### src/rtl/telemetry_rx.sv
// telemetry_rx: receive end of the serial telemetry link.
// A UART_rx deserialises 8N1 bytes from RX. A frame is six bytes with no
// header: {0,batt_v[11:8]}, batt_v[7:0], {0,avg_curr[11:8]}, avg_curr[7:0],
// {0,avg_torque[11:8]}, avg_torque[7:0]. The block aligns on the idle gap
// between frames and publishes all three values together on a good frame.
//
// Handshake: the UART raises rdy for a received byte and holds it until
// clr_rdy; clr_rdy is tied to rdy, so every byte is consumed in the cycle it
// is first seen and rdy is effectively a one-cycle strobe.

module UART_rx #(
    parameter int BAUD_DIV = 2604
) (
    input  logic       clk,
    input  logic       rst_n,
    input  logic       RX,
    output logic [7:0] rx_data,
    output logic       rdy,
    input  logic       clr_rdy
);
    localparam int CW   = $clog2(BAUD_DIV);
    localparam int HALF = BAUD_DIV / 2;

    typedef enum logic [1:0] {U_IDLE, U_START, U_DATA, U_STOP} u_state_t;

    u_state_t        r_state;
    u_state_t        w_state_nxt;
    logic            r_rx_s1;
    logic            r_rx_s2;
    logic [CW-1:0]   r_cnt;
    logic [2:0]      r_bit_idx;
    logic [7:0]      r_shift;
    logic [7:0]      r_rx_data;
    logic            r_rdy;
    logic            w_half;
    logic            w_full;
    logic            w_cnt_clr;

    assign w_half  = (r_cnt == CW'(HALF - 1));
    assign w_full  = (r_cnt == CW'(BAUD_DIV - 1));
    assign rx_data = r_rx_data;
    assign rdy     = r_rdy;

    // Two-flop synchroniser for the asynchronous serial line (idle high).
    always_ff @(posedge clk or negedge rst_n) begin
        if (!rst_n) begin
            r_rx_s1 <= 1'b1;
            r_rx_s2 <= 1'b1;
        end else begin
            r_rx_s1 <= RX;
            r_rx_s2 <= r_rx_s1;
        end
    end

    // UART state register.
    always_ff @(posedge clk or negedge rst_n) begin
        if (!rst_n) r_state <= U_IDLE;
        else        r_state <= w_state_nxt;
    end

    // Next state: start edge, mid-start check, eight data bits, stop bit.
    always_comb begin
        w_state_nxt = r_state;
        w_cnt_clr   = 1'b0;
        case (r_state)
            U_IDLE:  if (!r_rx_s2) w_state_nxt = U_START;
            U_START: if (w_half) w_state_nxt = r_rx_s2 ? U_IDLE : U_DATA;
            U_DATA:  if (w_full && (r_bit_idx == 3'd7)) w_state_nxt = U_STOP;
            U_STOP:  if (w_full) w_state_nxt = U_IDLE;
            default: w_state_nxt = U_IDLE;
        endcase
        if ((w_state_nxt != r_state) || ((r_state == U_DATA) && w_full))
            w_cnt_clr = 1'b1;
    end

    // Bit timing counter, data shift register and the rdy flag.
    always_ff @(posedge clk or negedge rst_n) begin
        if (!rst_n) begin
            r_cnt     <= '0;
            r_bit_idx <= '0;
            r_shift   <= '0;
            r_rx_data <= '0;
            r_rdy     <= 1'b0;
        end else begin
            if (w_cnt_clr || (r_state == U_IDLE)) r_cnt <= '0;
            else                                  r_cnt <= r_cnt + 1'b1;

            if (r_state == U_START) r_bit_idx <= '0;
            else if ((r_state == U_DATA) && w_full) begin
                r_shift   <= {r_rx_s2, r_shift[7:1]};
                r_bit_idx <= r_bit_idx + 1'b1;
            end

            // A low stop bit is a framing error: the byte is dropped.
            if ((r_state == U_STOP) && w_full && r_rx_s2) begin
                r_rdy     <= 1'b1;
                r_rx_data <= r_shift;
            end else if (clr_rdy) begin
                r_rdy <= 1'b0;
            end
        end
    end
endmodule

module telemetry_rx #(
    parameter int GAP_CYCLES = 65536,
    parameter int CNT_W      = 17,
    parameter int BAUD_DIV   = 2604
) (
    input  logic        clk,
    input  logic        rst_n,
    input  logic        RX,
    output logic [11:0] batt_v,
    output logic [11:0] avg_curr,
    output logic [11:0] avg_torque,
    output logic        vld,
    output logic        frm_err
);
    typedef enum logic [2:0] {S_SYNC, S_B0, S_B1, S_B2, S_B3, S_B4, S_B5} state_t;

    state_t           r_state;
    state_t           w_state_nxt;
    logic [7:0]       w_rx_data;
    logic             w_rdy;
    logic             w_gap;
    logic             w_vld_nxt;
    logic             w_err_nxt;
    logic             w_nib_bad;
    logic [CNT_W-1:0] r_gap_cnt;
    logic [3:0]       r_sh_b_hi;
    logic [7:0]       r_sh_b_lo;
    logic [3:0]       r_sh_c_hi;
    logic [7:0]       r_sh_c_lo;
    logic [3:0]       r_sh_t_hi;
    logic [11:0]      r_batt_v;
    logic [11:0]      r_avg_curr;
    logic [11:0]      r_avg_torque;
    logic             r_vld;
    logic             r_frm_err;

    UART_rx #(.BAUD_DIV(BAUD_DIV)) u_uart (
        .clk     (clk),
        .rst_n   (rst_n),
        .RX      (RX),
        .rx_data (w_rx_data),
        .rdy     (w_rdy),
        .clr_rdy (w_rdy)
    );

    assign w_gap      = (r_gap_cnt == CNT_W'(GAP_CYCLES));
    assign w_nib_bad  = (w_rx_data[7:4] != 4'h0);
    assign batt_v     = r_batt_v;
    assign avg_curr   = r_avg_curr;
    assign avg_torque = r_avg_torque;
    assign vld        = r_vld;
    assign frm_err    = r_frm_err;

    // Idle counter between received bytes, saturating at the gap threshold.
    always_ff @(posedge clk or negedge rst_n) begin
        if (!rst_n)      r_gap_cnt <= '0;
        else if (w_rdy)  r_gap_cnt <= '0;
        else if (!w_gap) r_gap_cnt <= r_gap_cnt + 1'b1;
    end

    // Frame state register.
    always_ff @(posedge clk or negedge rst_n) begin
        if (!rst_n) r_state <= S_SYNC;
        else        r_state <= w_state_nxt;
    end

    // Next state and the vld / frm_err strobes; a byte always wins over the gap.
    always_comb begin
        w_state_nxt = r_state;
        w_vld_nxt   = 1'b0;
        w_err_nxt   = 1'b0;
        case (r_state)
            S_SYNC: if (!w_rdy && w_gap) w_state_nxt = S_B0;
            S_B0: begin
                if (w_rdy) begin
                    if (w_nib_bad) begin
                        w_err_nxt   = 1'b1;
                        w_state_nxt = S_SYNC;
                    end else begin
                        w_state_nxt = S_B1;
                    end
                end
            end
            S_B2, S_B4: begin
                if (w_rdy) begin
                    if (w_nib_bad) begin
                        w_err_nxt   = 1'b1;
                        w_state_nxt = S_SYNC;
                    end else begin
                        w_state_nxt = (r_state == S_B2) ? S_B3 : S_B5;
                    end
                end else if (w_gap) begin
                    w_err_nxt   = 1'b1;
                    w_state_nxt = S_B0;
                end
            end
            S_B1, S_B3: begin
                if (w_rdy) begin
                    w_state_nxt = (r_state == S_B1) ? S_B2 : S_B4;
                end else if (w_gap) begin
                    w_err_nxt   = 1'b1;
                    w_state_nxt = S_B0;
                end
            end
            S_B5: begin
                if (w_rdy) begin
                    w_vld_nxt   = 1'b1;
                    w_state_nxt = S_B0;
                end else if (w_gap) begin
                    w_err_nxt   = 1'b1;
                    w_state_nxt = S_B0;
                end
            end
            default: w_state_nxt = S_SYNC;
        endcase
    end

    // Shadow capture per byte; the last byte publishes all three values at once.
    always_ff @(posedge clk or negedge rst_n) begin
        if (!rst_n) begin
            r_sh_b_hi    <= '0;
            r_sh_b_lo    <= '0;
            r_sh_c_hi    <= '0;
            r_sh_c_lo    <= '0;
            r_sh_t_hi    <= '0;
            r_batt_v     <= '0;
            r_avg_curr   <= '0;
            r_avg_torque <= '0;
            r_vld        <= 1'b0;
            r_frm_err    <= 1'b0;
        end else begin
            r_vld     <= w_vld_nxt;
            r_frm_err <= w_err_nxt;
            if (w_rdy) begin
                case (r_state)
                    S_B0: if (!w_nib_bad) r_sh_b_hi <= w_rx_data[3:0];
                    S_B1: r_sh_b_lo <= w_rx_data;
                    S_B2: if (!w_nib_bad) r_sh_c_hi <= w_rx_data[3:0];
                    S_B3: r_sh_c_lo <= w_rx_data;
                    S_B4: if (!w_nib_bad) r_sh_t_hi <= w_rx_data[3:0];
                    S_B5: begin
                        r_batt_v     <= {r_sh_b_hi, r_sh_b_lo};
                        r_avg_curr   <= {r_sh_c_hi, r_sh_c_lo};
                        r_avg_torque <= {r_sh_t_hi, w_rx_data};
                    end
                    default: ;
                endcase
            end
        end
    end
endmodule

### config.mk
export PLATFORM = sky130hd
export DESIGN_NAME = telemetry_rx
export DESIGN_NICKNAME = d
export VERILOG_FILES = /design/src/rtl/telemetry_rx.sv
export SDC_FILE = /design/constraint.sdc
export NUM_CORES = 1
export LEC_CHECK = 0
export ABC_AREA = 1
export CORE_UTILIZATION = 40
export DETAILED_ROUTE_END_ITERATION = 8
export DONT_BUFFER_PORTS = 1
export GPL_TIMING_DRIVEN = 0
export PLACE_DENSITY = 0.56
export SLEW_MARGIN = 20
export SYNTH_ARGS = -nofsm -noshare
export SYNTH_HDL_FRONTEND = slang
export SYNTH_SLANG_ARGS = --single-unit
### constraint.sdc
create_clock -name clk -period 1.9 [get_ports clk]
set_input_delay 0.095 -clock clk [delete_from_list [all_inputs] [get_ports clk]]
set_output_delay 0.095 -clock clk [all_outputs]
set_load 0.005 [all_outputs]
Yosys cells after proc, flatten, opt, wreduce, memory -nomap -nowiden
Index checks and enable logic that the tools add are counted. W data, S select, Z words.

Reductions and logical operators: 23. Bitwise gates (word level): 2. Mux-type cells: 32. $add $sub $neg: 3. Div/mod/pow operators: 0. $lt $le $gt $ge: 0. Equality and inequality tests: 17. Multipliers: 0. Shift-type cells: 0.

Operators with widths (count): $mux W17 (2); $mux W3 (10); $add A17 B1 Y17 const B (1); $eq A17 B17 Y1 const B (1); $pmux W3 S5 (1); $mux W2 (7); $add A12 B1 Y12 const B (1); $eq A12 B11 Y1 const B (1); $eq A12 B12 Y1 const B (1); $eq A3 B3 Y1 const B (4); $mux W12 (1); $reduce_and A2 Y1 (5); $mux W1 (9); $reduce_and A3 Y1 (3); $pmux W2 S4 (1); $eq A3 B2 Y1 const B (2); $logic_and A1 B1 Y1 (5); $eq A2 B2 Y1 const B (2); $ne A2 B1 Y1 const B (2); $reduce_bool A4 Y1 (1); $reduce_or A2 Y1 (2); $add A3 B1 Y3 const B (1); $eq A3 B1 Y1 const B (1); $logic_not A3 Y1 (1); 10 further kinds (12).

Memories kept: 0. RAM bits: 0. Bits in read-only memories: 0. Bits of input ports: 3. Bits in registers: 122. Logic and storage cells: 97. Bits in latches: 0.

Depth between registers and ports, before layout
Depth after elaboration: 9. Mapped depth: 13.

Modules after synthesis
A second synthesis with hierarchy kept.

Cell total of the unflattened synthesis: 649. Area, all modules: 5614.1 um2.

By module, submodules not included: telemetry_rx (area an instance 3866.2 um2, instances 1, cells each 453); UART_rx (area an instance 1747.9 um2, instances 1, cells each 196).

Least setup slack after synthesis
Ideal clock, no wire load.

Kind: reg-to-reg. Start: register r_gap_cnt[0]. End: register r_state[2]. Library setup time: 0.130 ns. Data required time: 1.770 ns. Cell stages (with the launch flop): 12. Data arrival time: 1.359 ns. Clock period less this slack: 1.489 ns. Path slack: 0.411 ns. Cells stage by stage: dfrtp_1 > inv_1 > ha_1 > inv_1 > nor2_1 > nand2_1 > nor2_1 > nand2_1 > inv_1 > nand2_1 > a21oi_1 > a21oi_1.

Cells in the longest elaborated chain, start to end: 4. Elaborated cells on any way between the ends: 9.

RTL lines: start: declaration (line 129) `logic [CNT_W-1:0] r_gap_cnt;`; start signal: assignment (line 162) `else if (!w_gap) r_gap_cnt <= r_gap_cnt + 1'b1;`; $eq A17 B17 Y1 * (line 150) `assign w_gap = (r_gap_cnt == CNT_W'(GAP_CYCLES));`; $mux W3 / $logic_and A1 B1 Y1 (equally long branches); $mux W3, or another cell as far along; $pmux W3 S5 / $reduce_and A2 Y1 (equally long branches); end signal: assignment (line 168) `else r_state <= w_state_nxt;`; end: declaration (line 121) `state_t r_state;`.

Mark *: on every way between the ends. The rest lies on a longest branch, timed or not. A chain may end at the register's enable or synchronous reset.

Worst setup path in the final report
Start: register r_gap_cnt[0]. End: register r_state[0].

Same word-level chain as after synthesis.

==> impl_metrics.py <==
metrics = {
    "outcome": {
        "status": "finished, violations left",
        "violations": "hold timing",
    },
    "drt": {
        "drt-initial-drc-count": 186,
        "drt_wl_total_um": 10600,
        "routedWlPerCell_um": 13.2,
        "antenna_left": 0,
        "vias": 3844,
        "firstDrtPassIters": 4,
        "drcViolationCount": 0,
        "drt-vias-per-instance": 4.81,
    },
    "floorplanning": {
        "num_rows": 41,
        "pin_count": 41,
        "fp.dieH_um": 117,
        "fp.dieW_um": 117,
        "die-area_um2": 13700,
        "core_um2": 12800,
        "start_util": 0.415,
    },
    "yosys": {
        "async_flop_share": 1.00,
        "yosysUniqueCellTypes": 35,
        "yosys_warnings": 0,
        "synth_cells": 594,
        "syn_area_um2": 5300,
        "seq_area_frac_synth": 0.576,
        "synth_ff_type": "dfrtp_1",
        "synthesis.nets": 603,
        "synth_edf_count": 0,
        "synth-seq-cells": 122,
        "avgSynthCellArea_um2": 8.92,
    },
    "worst_setup_path": {
        "start_kind": "flop",
        "crit_fanout": 5,
        "path_cells": "inv_1 -> ha_1 -> inv_1 -> nor2_1 -> nand2_1 -> nor2_1 -> nand2_2 -> inv_1 -> nand2_1 -> a21oi_2 -> nand2_1 -> o21ai_0",
        "endpoint_kind": "flop",
        "rr_endpoint": "r_state[0]",
        "reg2reg_slack_ns": 0.20,
        "crit_slowest_cell": "dfrtp_1",
        "arrival_ns": 2.03,
        "criticalPathCategory": "flop to flop",
        "r2r-start": "r_gap_cnt[0]",
        "crit_path_max_incr_delay_ns": 0.40,
        "cp.depth": 12,
        "worst-path-buf-inv": 3,
        "cp_top_family": "simple AND/OR/NAND/NOR gates",
        "required_ns": 2.23,
        "reg2regPathDepth": 12,
    },
    "timing": {
        "fin_skew_ns": 0.00521,
        "worst_slew_pin_slew_ns": 0.491,
        "fin_crit_sh": 0.893,
        "maxSlewViolCount": 0,
        "setup_viol": 0,
        "timing.hold.ws_ns": -0.627,
        "max_freq_ghz": 0.590,
        "slew_headroom": 0.673,
        "fin_tns_setup_ns": 0,
        "period_needed_ns": 1.70,
        "finalHoldViolCount": 122,
    },
    "finish": {
        "final_cell_area_um2": 6130,
        "n_antenna_cell": 0,
        "synthToLayoutAreaGrowth_pct": 15.7,
        "drive_gt1_frac": 0.134,
        "num-nets-final": 623,
        "fill_cells": 1199,
        "final_common_cell": "nand2_1",
        "final_cells": 799,
        "layout_common_cells": "nand2_1 (183), dfrtp_1 (120), o21ai_0 (53), inv_1 (52), nor2_1 (45)",
    },
    "clocking": {
        "clkLatencyLatePin_ns": 0.42,
        "tritoncts": "done",
        "cts.sink_count": 122,
        "post_cts_buffers": 0,
        "clk_pin_slew_worst_paths_ns": 0.06,
        "root_buffer": "clkbuf_16",
        "cts_buffer_depth": 2,
        "htree_levels": 4,
        "cts_buffers": 17,
        "hold_buffers": 1,
    },
    "global_route": {
        "grt_overflow": 0,
        "grt_pass1_wl_um": 17900,
        "antenna_found_initial": 0,
        "grt_max_degree": 123,
        "grt_pass1_vias": 3810,
        "grtUsageTotal": 0.175,
    },
    "placement": {
        "hpwl_um": 7110,
        "placed_area_um2": 5520,
        "gp_congestion": 0.803,
        "port_buffers": 0,
        "dpl.cell_count": 766,
    },
    "run": {
        "timing.max_cap.violations": 0,
    },
    "pwr": {
        "peakVddDrop_uv": 580,
        "p_leak_nw": 2.89,
        "p_per_area_nw_per_um2": 947,
    },
    "hold_path": {
        "hold_class": "primary input to asynchronous set/reset pin",
    },
}
## metrics by stage
stage / setup WS (ns) / hold WS [ns] / power [mW] / utilization
4_1_cts: 0.166 / -0.641 / 5.87 / 0.479
3_5_place_dp: 0.190 / -0.193 / 2.65 / 0.432
6_report: 0.204 / -0.627 / 5.80 / 0.480
2_1_floorplan: 0.411 / -0.201 / 2.65 / -
5_1_grt: -0.0230 / -0.657 / 5.99 / 0.480
3_3_place_gp: 0.173 / -0.194 / 2.65 / 0.432
## where the power goes
group | total (mW) | switching, mW | internal, mW
clock | 3.20 | 1.14 | 2.06
combinational | 0.00307 | 0.00153 | 0.00154
sequential | 2.61 | 0.00171 | 2.60
total | 5.80 | 1.14 | 4.66
## how the worst max path moves through the flow
stage	start	end	slack (ns)
finish	r_gap_cnt[0]	r_state[0]	0.20
CTS	r_gap_cnt[0]	r_state[0]	0.17
floorplan	r_gap_cnt[0]	r_state[2]	0.41
global placement	r_gap_cnt[0]	r_state[0]	0.17
detailed placement	r_gap_cnt[0]	r_state[0]	0.19
global route	r_gap_cnt[0]	r_state[0]	-0.02
## per-layer routing
metal	global-route usage	vias up	part of all wire
li1	-	1941	-
met1	0.219	1829	0.47
met2	0.270	58	0.46
met3	0.0633	16	0.054
met4	0.0844	0	0.016
met5	0	-	0
## state kept, by name (all words and copies together) (netlist names), 2 cells and up
name              flops
avg_curr             12
avg_torque           12
batt_v               12
r_gap_cnt            17
r_sh_b_hi             4
r_sh_b_lo             8
r_sh_c_hi             4
r_sh_c_lo             8
r_sh_t_hi             4
r_state               3
u_uart.r_bit_idx      3
u_uart.r_cnt         12
u_uart.r_shift        8
u_uart.r_state        2
u_uart.rx_data        8
## synthesized netlist by cell type, types with 5 or more instances
master / instances / area [um2]
clkbuf_1: 6 / 22.5
nand3_2: 6 / 60.1
inv_2: 5 / 18.8
buf_2: 6 / 30.0
dfrtp_1: 120 / 3000
nor2_1: 45 / 169
nand2_1: 184 / 691
a21oi_1: 15 / 75.1
o21ai_0: 53 / 265
inv_1: 52 / 195
nand4_1: 6 / 37.5
ha_1: 6 / 75.1
nor2_2: 6 / 37.5
o21ai_1: 13 / 65.1
nand3_1: 22 / 110
nor3_1: 6 / 30.0
o21ai_2: 7 / 61.3
xor2_1: 9 / 78.8
## worst register-to-register path, delay by kind of cell (launching register included)
kind                       cells  cell delay (ns)
adders and majority gates      1             0.14
DFF                            1             0.40
and+or+nand+nor                6             0.53
buffers and inverters          3             0.24
AOI/OAI and AO/OA              2             0.29
## area by class of cell
cell class | count | area [um2] | share of cell area
Tap cell | 172 | 215 | 0.0351
Inverter | 58 | 219 | 0.0357
Clock inverter | 11 | 118 | 0.0192
Sequential cell | 122 | 3060 | 0.498
Clock buffer | 21 | 480 | 0.0784
Timing Repair Buffer | 1 | 10.0 | 0.00163
Multi-Input combinational cell | 397 | 1930 | 0.315
Buffer | 17 | 98.8 | 0.0161
## logic make-up after synthesis
logic type | Yosys count | share of synthesized area
adder cells (fa/ha/maj) | 6 | 0.0142
buffers and inverters | 75 | 0.0600
AO/OA/AOI/OAI | 93 | 0.0942
AND/OR/NAND/NOR | 288 | 0.239
XOR/XNOR | 10 | 0.0165
flip-flops | 122 | 0.576
## what timing repair did
item | CTS | global route
resized for setup | 0 | 2
endpoints found under the hold margin | 123 | 122
endpoints found under the setup margin | 0 | 3
Power figures use the tool's default switching activity.
